## src/rtl/simple_fifo_adapter.sv

```systemverilog
// simple_fifo_adapter: narrow-to-wide packing FIFO.
// Beats pack LSB-first into wide words stored in a DEPTH-entry ring.
module simple_fifo_adapter #(
  parameter int DATA_IN_WIDTH  = 16,
  parameter int DATA_OUT_WIDTH = 128,
  parameter int ADDR_WIDTH     = 4,
  parameter int FULL_SLACK     = 1
) (
  input  logic                      clk,
  input  logic                      rst,
  input  logic                      wr_ena,
  input  logic [DATA_IN_WIDTH-1:0]  wr_dat,
  input  logic                      wr_last,
  output logic                      wr_full,
  input  logic                      rd_ena,
  output logic [DATA_OUT_WIDTH-1:0] rd_dat,
  output logic                      rd_empty,
  output logic [ADDR_WIDTH:0]       rd_dat_cnt
);

  localparam int RATIO = DATA_OUT_WIDTH / DATA_IN_WIDTH;
  localparam int DEPTH = 1 << ADDR_WIDTH;
  localparam int IDX_W = (RATIO > 1) ? $clog2(RATIO) : 1;

  localparam logic [ADDR_WIDTH:0] DEPTH_C =
    (ADDR_WIDTH+1)'(DEPTH);
  localparam logic [ADDR_WIDTH:0] FULL_TH =
    (ADDR_WIDTH+1)'(DEPTH - FULL_SLACK);
  localparam logic [IDX_W-1:0] LAST_IDX =
    IDX_W'(RATIO - 1);

  logic [DATA_OUT_WIDTH-1:0] mem [DEPTH];

  logic [ADDR_WIDTH:0]       count;
  logic [ADDR_WIDTH-1:0]     wr_ptr;
  logic [ADDR_WIDTH-1:0]     rd_ptr;
  logic [IDX_W-1:0]          idx;
  logic [DATA_OUT_WIDTH-1:0] pack;
  logic [DATA_OUT_WIDTH-1:0] word;

  logic beat_ok;
  logic commit;
  logic rd_ok;

  // Hard-full gate uses only the registered count, so reads
  // in the same edge never open a slot for a write.
  assign beat_ok = wr_ena && (count != DEPTH_C);
  assign commit  = beat_ok && (wr_last || (idx == LAST_IDX));
  assign rd_ok   = rd_ena && (count != '0);

  assign rd_empty   = (count == '0);
  assign rd_dat_cnt = count;
  assign wr_full    = (count >= FULL_TH);

  always_comb begin
    word = pack;
    for (int i = 0; i < RATIO; i++) begin
      if (idx == IDX_W'(i)) begin
        word[i*DATA_IN_WIDTH +: DATA_IN_WIDTH] = wr_dat;
      end
    end
  end

  always_ff @(posedge clk) begin
    if (!rst) begin
      count  <= '0;
      wr_ptr <= '0;
      rd_ptr <= '0;
      idx    <= '0;
      pack   <= '0;
      rd_dat <= '0;
    end else begin
      if (beat_ok) begin
        if (commit) begin
          idx    <= '0;
          pack   <= '0;
          wr_ptr <= wr_ptr + 1'b1;
        end else begin
          idx  <= idx + 1'b1;
          pack <= word;
        end
      end
      if (rd_ok) begin
        rd_dat <= mem[rd_ptr];
        rd_ptr <= rd_ptr + 1'b1;
      end
      unique case ({commit, rd_ok})
        2'b10:   count <= count + 1'b1;
        2'b01:   count <= count - 1'b1;
        default: count <= count;
      endcase
    end
  end

  always_ff @(posedge clk) begin
    if (commit) begin
      mem[wr_ptr] <= word;
    end
  end

endmodule

```

## config.mk

```make
export PLATFORM = sky130hd
export DESIGN_NAME = simple_fifo_adapter
export DESIGN_NICKNAME = d
export VERILOG_FILES = /design/src/rtl/simple_fifo_adapter.sv
export SDC_FILE = /design/constraint.sdc
export NUM_CORES = 2
export LEC_CHECK = 0
export ABC_AREA = 1
export BUFFER_PORTS_ARGS = -buffer_cell sky130_fd_sc_hd__buf_2
export CORE_ASPECT_RATIO = 2
export CORE_MARGIN = 2
export CORE_UTILIZATION = 41
export CTS_CLUSTER_SIZE = 16
export DETAILED_ROUTE_END_ITERATION = 16
export PLACE_DENSITY_LB_ADDON = 0.2
export SLEW_MARGIN = 10
export SYNTH_ARGS = -nofsm -noshare
export SYNTH_HDL_FRONTEND = slang
export SYNTH_SLANG_ARGS = --single-unit
```

## constraint.sdc

```tcl
create_clock -name clk -period 8.9 [get_ports clk]
set_clock_uncertainty 0.15 [all_clocks]
set_input_delay 0.89 -clock clk [delete_from_list [all_inputs] [get_ports clk]]
set_output_delay 0.89 -clock clk [all_outputs]
set_load 0.01 [all_outputs]
```

==> summary.md <==
| Metric | Value |
|---|---|
| DR vias | 65540 |
| Clock sinks | 2320 |
| Total Routing Usage GR | 23.87% |
| CP most frequent cell | nor2_4 |
| Worst min path class | reg2reg |
| I/O Pins | 156 |
| Power density cells | 275.1 mW/mm² |
| Crit path kind | reg2reg |
| Number of synthesized register bits | 2320 |
| Critical Path AT | 5.06 ns |
| Final hold vios | 0 |
| Critical path's slowest cell | nor2_4 |
| R2R Setup Slk | 4.18 ns |
| Initial antenna violation count | 10 |
| Die Ht | 689.2 µm |
| Layout Nets | 9241 |
| Distinct cells, synth | 32 |
| Clock Tree Buf Depth | 4 |
| Drt initial violations | 5403 |
| Final Cycle Share | 52.99% |
| Die footprint | 0.2389 mm² |
| Initial Util | 41.19% |
| CP max FO | 40 |
| Worst vdd ir | 248.0 µV |
| Status | finished, final reports clean |
| Mapped Cells | 9177 |
| First-pass GRT wire length | 424400 µm |
| HPWL Detailed | 149700 µm |
| Syn Area/Cell | 10.49 µm² |
| FF-to-FF Start | idx[0] |
| H-tree levels | 4 |
| Largest net degree at the start of global routing | 232 |
| Max frequency | 212.0 MHz |
| Post-route ant nets | 0 |
| Vias in the first global route | 64660 |
| Crit path cell chain | ha_1, ha_2, nor2_1, nor2_4, nand2_1, nor2_4, buf_4 |
| Cts bufs inserted | 208 |
| Wirelength, routed | 288700 µm |
| LEAKAGE | 43.15 nW |
| GP Congestion | 0.7908 |
| # setup viols final | 0 |
| Mapped cell area | 0.09625 mm² |
| Normalized max-slew margin | 3.599% |
| Area grow syn2layout | 11.20% |
| Share of layout cells above drive strength 1 | 8.972% |
| Max-Cap Viols | 0 |
| WP data required | 9.24 ns |
| Drt wl/cell | 23.26 µm |
| Crit Reg-Reg Endpoint | mem[4][104] |
| # hold bufs at CTS | 0 |
| CP startpoint kind | flip-flop |
| Clock Root Buffer | clkbuf_16 |
| Hold path depth | 2 |
| Remaining DRCs | 0 |
| Synth warn | 0 |
| DR pass1 iterations | 6 |
| Slew Viols, Final | 0 |
| Clk_lat worst skew | 0.90 ns |
| Port bufs | 155 |
| End point of the worst hold path | pack[119] |
| Setup TNS | 0 ns |
| Syn_nets | 9214 |
| CORE AREA | 0.2337 mm² |
| CTS tree | done |
| DR vias/cell | 5.281 |
| Site row count | 251 |
| RSZ-0062 raised after global routing | no |
| Sequential element share of the synthesized area | 69.55% |
| Worst slew pin tran | 1.446 ns |
| Worst R2R Path Depth | 7 |
| Setup Fix Bufs, Post-CTS | 0 |
| Horiz. Die Dim | 346.6 µm |
| Hold Crit Start | pack[119] |
| Gr ovfl total | 0 |
| Min Clock Period, post-route | 4.716 ns |
| Clock transition at path regs | 0.07 ns |
| Final core occ | 45.81% |
| Slowest stage delay, CP | 1.01 ns |
| Worst Setup End Kind | flip-flop |
| Resize count post-CTS | 0 |
[flip-flops by register name, summed over array words and instances, names as in the netlist]
name,flops
idx,3
rd_ptr,4
rd_dat_cnt,5
pack,128
mem,2048
wr_ptr,4
rd_dat,128
[cell families (layout without fill, tap and decap cells)]
| family | Yosys count | in the layout | synth area share, % |
|---|---|---|---|
| AO/OA/AOI/OAI | 226 | 226 | 1.187 |
| XOR/XNOR | 5 | 5 | 0.04550 |
| adder cells (fa/ha/maj) | 16 | 16 | 0.2158 |
| buffers and inverters | 1399 | 1596 | 6.062 |
| flip-flops | 2320 | 2320 | 69.55 |
| other | 0 | 1 | 0 |
| AND/OR/NAND/NOR | 5211 | 5211 | 22.94 |
[synthesized netlist by cell type, drive strengths merged]
cell type	number	area [µm²]
a211oi	1	7.510
a21boi	1	7.510
a21oi	68	340.3
buf	388	2037
clkbuf	143	536.8
clkinv	2	7.510
dfxtp	272	5445
edfxtp	2048	61500
fa	1	20.02
ha	15	187.7
inv	866	3253
nand2	3002	11280
nand3	1471	7362
nand4	2	12.51
nor2	538	2027
nor3	112	860.8
o21ai	154	770.7
o21bai	1	7.510
o41ai	1	8.760
or2	86	538.0
xnor2	1	8.760
xor2	4	35.03
[critical path, delay by kind of cell (launching register included)]
kind / cells / cell delay (ns)
and+or+nand+nor: 4 / 1.87
adders and majority gates: 2 / 0.97
buffers and inverters: 1 / 0.82
DFF: 1 / 0.39
[final cells by class]
| class | instances | area (µm²) |
|---|---|---|
| Fill cell | 21400 | 126600 |
| Sequential cell | 2320 | 66960 |
| Multi-Input combinational cell | 5458 | 23710 |
| Clock buffer | 273 | 5713 |
| Tap cell | 3036 | 3799 |
| Inverter | 868 | 3317 |
| Timing Repair Buffer | 348 | 2462 |
| Clock inverter | 107 | 1076 |
| Antenna cell | 1 | 2.502 |
[layout by cell type, fill, tap and decap left out, drive strengths merged]
| cell | synthesis | routed |
|---|---|---|
| nand3 | 1471 | 1471 |
| clkinv | 2 | 77 |
| o41ai | 1 | 1 |
| nand2 | 3002 | 3002 |
| bufinv | 0 | 19 |
| ha | 15 | 15 |
| xor2 | 4 | 4 |
| dfxtp | 272 | 272 |
| a21oi | 68 | 68 |
| inv | 866 | 873 |
| or2 | 86 | 86 |
| fa | 1 | 1 |
| nor3 | 112 | 112 |
| o21bai | 1 | 1 |
| a21boi | 1 | 1 |
| a211oi | 1 | 1 |
| diode | 0 | 1 |
| buf | 388 | 348 |
| o21ai | 154 | 154 |
| nand4 | 2 | 2 |
| clkinvlp | 0 | 6 |
| nor2 | 538 | 538 |
| edfxtp | 2048 | 2048 |
| xnor2 | 1 | 1 |
| clkbuf | 143 | 273 |
[worst max-delay path by stage]
| stage | to | cells past startpoint | slack, ns | startpoint |
|---|---|---|---|---|
| floorplan | mem[11][0] | 4 | 1.48 | wr_ena |
| global placement | mem[4][117] | 7 | 4.37 | idx[0] |
| detailed placement | mem[4][117] | 7 | 4.19 | idx[0] |
| CTS | mem[8][60] | 8 | 4.14 | idx[0] |
| global route | mem[4][65] | 7 | 4.03 | idx[0] |
| finish | mem[4][104] | 7 | 4.18 | idx[0] |
[metal layers]
layer / vias up / part of all wire [%] / wire length (µm) / GRT usage, %
met4: 4 / 4.3 / 12560 / 10.00
met2: 2135 / 53 / 151700 / 44.49
met5: - / 0.0094 / 27 / 0
li1: 30340 / - / - / -
met1: 32480 / 38 / 109200 / 27.67
met3: 578 / 5.3 / 15260 / 2.573
[through the flow]
| stage | power, mW | worst slack, ns | area, µm² | hold WS [ns] | std cells |
|---|---|---|---|---|---|
| floorplan | 18.03 | 1.481 | 96250 | 0.2640 | 9177 |
| global placement | 20.50 | 4.375 | 100200 | 0.2730 | 12030 |
| detailed placement | 20.58 | 4.189 | 100200 | 0.2772 | 12030 |
| CTS | 29.68 | 4.143 | 107000 | 0.2888 | 12410 |
| global route | 30.85 | 4.032 | 107000 | 0.3012 | 12410 |
| finish | 29.45 | 4.184 | 107000 | 0.2870 | 12410 |
[power breakdown]
part           leakage [nW]  internal, mW  switching, mW
Combinational          18.7          2.05           5.33
Sequential             21.1          12.6          0.332
Clock                  3.35          5.08           4.07
Total                  43.2          19.7           9.74
Note: power is estimated with default switching activity, not from simulation.
